`config.mk`:
```
export PLATFORM = sky130hd
export DESIGN_NAME = sample_stream_reader
export DESIGN_NICKNAME = d
export VERILOG_FILES = /design/src/rtl/sample_stream_reader.sv
export SDC_FILE = /design/constraint.sdc
export NUM_CORES = 1
export LEC_CHECK = 0
export ABC_AREA = 1
export ABC_CLOCK_PERIOD_IN_PS = 3000
export CORE_MARGIN = 2
export CORE_UTILIZATION = 47
export DETAILED_ROUTE_END_ITERATION = 10
export MAX_ROUTING_LAYER = met4
export PLACE_DENSITY = 0.69
export REMOVE_ABC_BUFFERS = 1
export SKIP_LAST_GASP = 1
export SLEW_MARGIN = 20
export SYNTH_ARGS = -nofsm -noshare
export SYNTH_HDL_FRONTEND = slang
export SYNTH_SLANG_ARGS = --single-unit
```
`constraint.sdc`:
```
create_clock -name inclk -period 3 [get_ports inclk]
set_clock_uncertainty 0.1 [all_clocks]
set_input_delay 0.6 -clock inclk [delete_from_list [all_inputs] [get_ports inclk]]
set_output_delay 0.6 -clock inclk [all_outputs]
set_load 0.005 [all_outputs]
```
`src/rtl/sample_stream_reader.sv`:
```
// Read-side consumer for the sample generator: strobes reads, captures words
// after a fixed latency, buffers them and checks the test-mode sequence.
module sample_stream_reader #(
  parameter int          READ_LATENCY = 2,
  parameter int          FIFO_DEPTH   = 8,
  parameter logic [15:0] TEST_STEP    = 16'd64
) (
  input  logic        inclk,
  input  logic        nReset,
  input  logic        collectData,
  input  logic        testMode,
  input  logic        dataAvailable,
  input  logic [15:0] dataIn,
  output logic        readData,
  output logic [15:0] dataOut,
  output logic        dataValid,
  input  logic        dataReady,
  output logic [6:0]  fifoLevel,
  output logic        sequenceError,
  output logic [15:0] errorCount,
  output logic        overflow
);

  localparam int AW = $clog2(FIFO_DEPTH);

  typedef enum logic [1:0] {
    IDLE,
    RUN,
    DRAIN
  } state_e;

  state_e                  state_q, state_d;
  logic [READ_LATENCY-1:0] pipe_q;
  logic [2:0]              in_flight;
  logic [AW-1:0]           wptr_q, rptr_q;
  logic [6:0]              level_q;
  logic [15:0]             mem_q [FIFO_DEPTH];
  logic [15:0]             ref_q;
  logic                    ref_vld_q;
  logic                    seq_err_q;
  logic [15:0]             err_cnt_q;
  logic                    ovf_q;

  logic capture, pop, full, push, start, mismatch;

  always_comb begin
    in_flight = '0;
    for (int i = 0; i < READ_LATENCY; i++) begin
      in_flight = in_flight + 3'(pipe_q[i]);
    end
  end

  assign capture  = pipe_q[READ_LATENCY-1];
  assign dataValid = (level_q != '0);
  assign pop      = dataValid && dataReady;
  assign full     = (level_q == 7'(FIFO_DEPTH));
  assign push     = capture && (!full || pop);
  assign start    = (state_q == IDLE) && collectData;
  assign mismatch = capture && testMode && ref_vld_q &&
                    (dataIn != ref_q + TEST_STEP);

  always_comb begin
    state_d  = state_q;
    readData = 1'b0;
    unique case (state_q)
      IDLE: begin
        if (collectData) state_d = RUN;
      end
      RUN: begin
        readData = collectData && dataAvailable &&
                   ((level_q + 7'(in_flight)) < 7'(FIFO_DEPTH));
        if (!collectData) state_d = DRAIN;
      end
      DRAIN: begin
        if (collectData) begin
          state_d = RUN;
        end else if (in_flight == '0 && level_q == '0) begin
          state_d = IDLE;
        end
      end
      default: state_d = IDLE;
    endcase
  end

  always_ff @(posedge inclk or negedge nReset) begin
    if (!nReset) begin
      state_q <= IDLE;
      pipe_q  <= '0;
      wptr_q  <= '0;
      rptr_q  <= '0;
      level_q <= '0;
      ovf_q   <= 1'b0;
    end else begin
      state_q <= state_d;
      pipe_q  <= (pipe_q << 1) | READ_LATENCY'(readData);
      if (push) wptr_q <= wptr_q + 1'b1;
      if (pop)  rptr_q <= rptr_q + 1'b1;
      if (push && !pop) level_q <= level_q + 7'd1;
      else if (pop && !push) level_q <= level_q - 7'd1;
      if (capture && full && !pop) ovf_q <= 1'b1;
    end
  end

  // Storage needs no reset: dataOut is forced to zero while empty.
  always_ff @(posedge inclk) begin
    if (push) mem_q[wptr_q] <= dataIn;
  end

  always_ff @(posedge inclk or negedge nReset) begin
    if (!nReset) begin
      ref_q     <= '0;
      ref_vld_q <= 1'b0;
      seq_err_q <= 1'b0;
      err_cnt_q <= '0;
    end else if (start) begin
      ref_vld_q <= 1'b0;
      seq_err_q <= 1'b0;
      err_cnt_q <= '0;
    end else if (capture && testMode) begin
      ref_q     <= dataIn;
      ref_vld_q <= 1'b1;
      if (mismatch) begin
        seq_err_q <= 1'b1;
        if (err_cnt_q != 16'hFFFF) err_cnt_q <= err_cnt_q + 16'd1;
      end
    end
  end

  assign dataOut       = dataValid ? mem_q[rptr_q] : 16'h0000;
  assign fifoLevel     = level_q;
  assign sequenceError = seq_err_q;
  assign errorCount    = err_cnt_q;
  assign overflow      = ovf_q;

endmodule

```
==> impl_metrics.py, run 1 <==
metrics = {
    "sta": {
        "tightest_slew_ns": 0.636,
        "rsz0062_at_grt": "true",
        "slew_viol_final": 0,
        "fmax_ghz": 0.345,
        "whs_ns": 0.0832,
        "hold_violations": 0,
        "tns_ns": 0,
        "finalSetupViolCount": 0,
        "fin_ws_ns": 0.101,
        "min_period_ns": 2.90,
        "slew_headroom_pct": 57.5,
        "min_period_over_period_pct": 96.6,
    },
    "detailed_routing": {
        "top_layer_used": "met4",
        "wl_met2_mm": 9.31,
        "firstDrtPassIters": 5,
        "drc": 0,
        "wl_met3_um": 880,
        "wl_mm": 19.2,
        "via_per_inst": 5.33,
        "met1Wirelength_mm": 8.65,
        "drtIter0Drc": 328,
        "postRouteAntennaNets": 0,
        "vias": 6017,
        "wire_per_inst_um": 17.0,
    },
    "power_and_ir_drop": {
        "finalPower_mw": 8.97,
        "p_per_area_mw_per_mm2": 872,
        "worst_ir_drop_vdd_mv": 0.523,
        "p_leak_nw": 4.11,
    },
    "die": {
        "die_h_um": 136,
        "ios": 65,
        "dieArea_mm2": 0.0185,
        "initial_core_util_pct": 47.7,
        "die_w_um": 136,
        "core_area_mm2": 0.0172,
        "rows": 48,
    },
    "placement": {
        "port_buffers": 64,
        "place_ws_ns": -0.0725,
        "gp_congestion": 0.862,
        "hpwl_mm": 11.4,
        "placed_cell_area_mm2": 0.00940,
        "dp_cells": 1083,
    },
    "cts": {
        "clk_path_buf_depth": 2,
        "postCtsHoldBufs": 0,
        "cts_tree": "done",
        "clock-sinks": 180,
        "clk_latency_ns": 0.43,
        "clk_pin_slew_ns": 0.07,
        "cts-buffers-inserted": 17,
        "cts_root_buffer": "clkbuf_16",
        "htree_levels": 4,
    },
    "setup_path": {
        "path_class": "register to primary output",
        "max_stage_delay_ns": 0.45,
        "path_max_fanout": 18,
        "critPathTopFamily": "buffers and inverters",
        "worst-endpoint-required_ns": 2.30,
        "start_kind": "register",
        "cp-end-kind": "primary output",
        "crit_chain": "or2_2 > nor2_4 > nand4_4 > buf_6 > o21ai_0 > a31oi_1 > clkdlybuf4s50_1",
        "worst_path_max_delay_cell": "clkdlybuf4s50_1",
        "cp_data_arrival_time_ns": 2.20,
        "critPathBufInv": 2,
    },
    "synth": {
        "yosysWarnings": 0,
        "synthTopCellsByArea": "edfxtp_1 (47%), dfrtp_1 (16%), nor2_1 (6.4%)",
        "synth_edf_count": 128,
        "synth_area_leader_cell": "edfxtp_1",
        "yosysTopAreaCellShare_pct": 46.9,
        "async_flop_share_pct": 28.9,
        "synth_seq_cells": 180,
        "yosysMostFrequentCell": "nor2_1",
        "synth-seq-area-share_pct": 62.8,
        "netlist_area_mm2": 0.00819,
        "syn_inst": 780,
        "syn_avg_cell_area_um2": 10.5,
        "synth_cell_type_count": 38,
        "ys.flop_type": "edfxtp_1",
        "synthTopCellsByCount": "nor2_1 (139), edfxtp_1 (128), nand2_1 (117)",
    },
    "layout": {
        "fin_area_mm2": 0.0103,
        "antennaDiodeCount": 0,
        "syn_to_final_growth_pct": 25.6,
        "final_nets": 927,
        "fillers": 1378,
        "drive_gt1_share_pct": 15.0,
        "stdcell_count": 1129,
        "final_util_pct": 59.9,
    },
    "grt": {
        "grt_start_max_net_pins": 34,
        "grt_pass1_wl_mm": 29.9,
        "grt_pass1_vias": 5784,
        "antenna_found_initial": 0,
        "grt_use_total_pct": 22.1,
        "grt_overflow_total": 0,
    },
    "run_status": {
        "run_status": "finished clean",
    },
    "flow_run": {
        "drv_cap": 0,
    },
    "worst_hold_path": {
        "hold_class": "input pin to async pin",
    },
}
==> layer usage <==
metal / GRT usage, % / up-vias
met5: - / -
met4: 7.06 / 0
met3: 4.44 / 32
met2: 35.5 / 146
met1: 28.3 / 2928
li1: - / 2911
==> layout make-up <==
type                    instances  area [um2]  share of cell area, %
clock buffers                  18         429                   4.17
clock inverters                14         166                   1.62
inverters                      48         190                   1.85
multi-input cells             520        2770                   26.9
flip-flops and latches        180        5150                   50.0
well taps                     225         282                   2.74
repair buffers                124        1300                   12.7
==> path summary, 6_finish.rpt <==
check	startpoint	endpoint	slack [ns]	depth (start not counted)
setup / recovery	fifoLevel[5]$_DFFE_PN0P_	dataOut[5]	0.10	7
hold / removal	nReset	errorCount[12]$_DFFE_PN0P_	0.08	1
setup reg to reg	fifoLevel[5]$_DFFE_PN0P_	fifoLevel[5]$_DFFE_PN0P_	0.21	17
hold reg to reg	pipe_q[0]$_DFF_PN0_	pipe_q[1]$_DFF_PN0_	0.31	0
max in group asynchronous	nReset	fifoLevel[2]$_DFFE_PN0P_	2.07	2
min in group inclk	pipe_q[0]$_DFF_PN0_	pipe_q[1]$_DFF_PN0_	0.31	0
==> placed cells by master, fill, tap and decap left out, types with 5 or more instances in the layout <==
cell type / Yosys / routed
dfrtp_1: 52 / 49
nand4_1: 6 / 6
a21oi_1: 11 / 10
edfxtp_1: 128 / 128
or2_2: 5 / 5
buf_4: 0 / 47
xor2_1: 18 / 18
mux2_2: 10 / 10
clkbuf_16: 0 / 19
nand2_1: 117 / 116
ha_1: 13 / 10
o21ai_1: 6 / 6
xnor2_1: 14 / 14
a31oi_1: 16 / 16
o22ai_1: 18 / 18
o21ai_0: 89 / 89
nand3_1: 34 / 34
clkdlybuf4s50_1: 0 / 50
buf_12: 0 / 7
clkinvlp_4: 0 / 6
dlymetal6s2s_1: 0 / 11
nor2_1: 139 / 138
inv_1: 46 / 43
==> registers in the layout, indices dropped and copies added (netlist names) <==
signal         count
mem_q            128
errorCount        16
ref_q             16
fifoLevel          7
rptr_q             3
wptr_q             3
pipe_q             2
state_q            2
overflow           1
ref_vld_q          1
sequenceError      1
==> kinds of logic after synthesis <==
group | Yosys count | synth area share [%]
AND/OR/NAND/NOR | 321 | 16.9
flip-flops | 180 | 62.8
AO/OA/AOI/OAI | 143 | 9.36
adder cells (fa/ha/maj) | 14 | 2.23
XOR/XNOR | 32 | 3.42
buffers and inverters | 80 | 3.89
multiplexers | 10 | 1.37
==> timing repair <==
item,CTS,global route
pin swaps,2,6
resized for setup,7,24
endpoints found under the setup margin,17,20
gates cloned,3,2
setup buffers,2,8
==> where the power goes <==
part	leakage, nW	switching [mW]	internal (mW)
registers	1.81	0.277	2.93
logic	2.02	1.80	1.74
clock network	0.276	0.981	1.25
total	4.11	3.05	5.92
(Power assumes the default switching activity.)
==> inputs of run 2 (changes only) <==
- CORE_ASPECT_RATIO: default -> 0.5
==> impl_metrics.py, run 2 (synthesized netlist as in run 1, its figures left out) <==
metrics = {
    "layout": {
        "stdcell_count": 1126,
        "final_common_cell": "nor2_1",
        "syn_to_final_growth_pct": 24.5,
        "drive_gt1_share_pct": 13.5,
        "antennaDiodeCount": 0,
        "final_nets": 915,
        "fin_area_mm2": 0.0102,
        "final_cell_mix": "nor2_1 (138), edfxtp_1 (128), nand2_1 (116)",
        "top_register": "mem_q",
        "largest_register_ff_count": 128,
    },
    "detailed_routing": {
        "via_per_inst": 5.25,
        "drc": 0,
        "top_layer_used": "met4",
        "met1Wirelength_mm": 8.72,
        "drtIter0Drc": 427,
        "wire_per_inst_um": 16.8,
        "wl_met3_um": 916,
        "wl_met2_mm": 9.08,
        "wl_mm": 18.9,
        "postRouteAntennaNets": 0,
        "firstDrtPassIters": 5,
        "vias": 5916,
    },
    "cts": {
        "clk_latency_ns": 0.43,
        "clock-sinks": 180,
        "cts_root_buffer": "clkbuf_16",
        "postCtsHoldBufs": 0,
        "cts_tree": "done",
        "cts-buffers-inserted": 17,
        "clk_path_buf_depth": 2,
        "clk_pin_slew_ns": 0.07,
        "htree_levels": 4,
    },
    "placement": {
        "hpwl_mm": 11.2,
        "gp_congestion": 0.831,
        "dp_cells": 1084,
        "port_buffers": 64,
        "placed_cell_area_mm2": 0.00935,
        "place_ws_ns": -0.0947,
    },
    "grt": {
        "antenna_found_initial": 0,
        "grt_pass1_wl_mm": 29.9,
        "grt_use_total_pct": 21.5,
        "grt_start_max_net_pins": 34,
        "grt_pass1_vias": 5844,
        "grt_overflow_total": 0,
    },
    "setup_path": {
        "r2r_slack_ns": 0.10,
        "startpoint": "rptr_q[0]$_DFFE_PN0N_",
        "cp.depth": 8,
        "rr_worst_depth": 18,
        "cp_data_arrival_time_ns": 2.27,
        "worst-endpoint-required_ns": 2.30,
        "worst_path_most_repeated_cell": "buf_12",
        "crit_chain": "buf_12 > clkinv_4 > buf_12 > o21ai_0 > o22ai_1 > o21ai_1 > a31oi_1 > clkdlybuf4s50_1",
        "path_max_fanout": 11,
        "critPathTopFamily": "buffers and inverters",
        "path_class": "register to primary output",
        "endpoint": "dataOut[9]",
        "max_stage_delay_ns": 0.52,
        "worst_path_max_delay_cell": "clkdlybuf4s50_1",
        "worstReg2RegEnd": "fifoLevel[6]$_DFFE_PN0P_",
        "start_kind": "register",
        "regToRegStartpoint": "fifoLevel[5]$_DFFE_PN0P_",
        "critPathBufInv": 4,
        "cp-end-kind": "primary output",
    },
    "sta": {
        "tightest_slew_ns": 0.729,
        "min_period_over_period_pct": 99.0,
        "min_period_ns": 2.97,
        "finalSetupViolCount": 0,
        "whs_ns": 0.125,
        "rsz0062_at_grt": "true",
        "hold_violations": 0,
        "slew_viol_final": 0,
        "fmax_ghz": 0.337,
        "slew_headroom_pct": 51.4,
        "fin_ws_ns": 0.0313,
    },
    "die": {
        "rows": 34,
        "initial_core_util_pct": 47.6,
        "die_w_um": 191,
        "dieArea_mm2": 0.0186,
        "die_h_um": 97.4,
        "ios": 65,
        "core_area_mm2": 0.0172,
    },
    "flow_run": {
        "drv_cap": 0,
    },
    "power_and_ir_drop": {
        "p_leak_nw": 4.07,
        "p_per_area_mw_per_mm2": 870,
        "finalPower_mw": 8.87,
        "worst_ir_drop_vdd_mv": 0.368,
    },
    "worst_hold_path": {
        "hold_class": "input pin to async pin",
    },
    "run_status": {
        "run_status": "finished clean",
    },
}
run 2: changes by cell type in the layout (fill, tap and decap cells not counted), moves of 3 or more:
cell        previous run  this run
clkinvlp_4             6         1
buf_12                 7        10
buf_4                 47        30
inv_8                  3         7
run 2: repair_timing:
action | CTS | global route
resized for setup | 15 | 23
endpoints found under the setup margin | 18 | 18
cloned | 1 | 3
setup buffers | 4 | 2
endpoints found under the hold margin | 0 | 0
pin swaps | 1 | 3
run 2: worst min path at each step:
stage | start | to | slack [ns] | cells past startpoint
6_report | nReset | fifoLevel[1]$_DFFE_PN0P_ | 0.13 | 1
4_1_cts | nReset | fifoLevel[1]$_DFFE_PN0P_ | 0.15 | 1
5_1_grt | nReset | fifoLevel[1]$_DFFE_PN0P_ | 0.18 | 1
2_1_floorplan | nReset | errorCount[0]$_DFFE_PN0P_ | 0.20 | 0
3_3_place_gp | pipe_q[0]$_DFF_PN0_ | pipe_q[1]$_DFF_PN0_ | 0.29 | 0
3_5_place_dp | pipe_q[0]$_DFF_PN0_ | pipe_q[1]$_DFF_PN0_ | 0.29 | 0
run 2: power by group:
part           internal, mW  total, mW  switching, mW
clock network          1.12       2.17           1.05
logic                  1.72       3.52           1.80
registers              2.92       3.19          0.267
total                  5.75       8.87           3.12
run 2: per-stage QoR:
step | setup TNS [ns] | util, %
2_1_floorplan | -6.64 | -
3_3_place_gp | 0 | 54.2
3_5_place_dp | -0.159 | 54.2
4_1_cts | -0.0478 | 58.2
5_1_grt | -0.226 | 59.2
6_report | 0 | 59.2
run 2: final cells by class:
cell class | instances | area, um2
inverters | 48 | 186
repair buffers | 112 | 1240
flip-flops and latches | 180 | 5150
fillers | 1395 | 7030
well taps | 234 | 293
multi-input cells | 520 | 2760
clock buffers | 18 | 429
clock inverters | 14 | 146
run 2: per-layer routing:
layer / vias to the layer above / global-route usage [%]
met4: 0 / 4.47
met5: - / -
met1: 2869 / 29.5
li1: 2883 / -
met2: 148 / 34.2
met3: 16 / 3.47
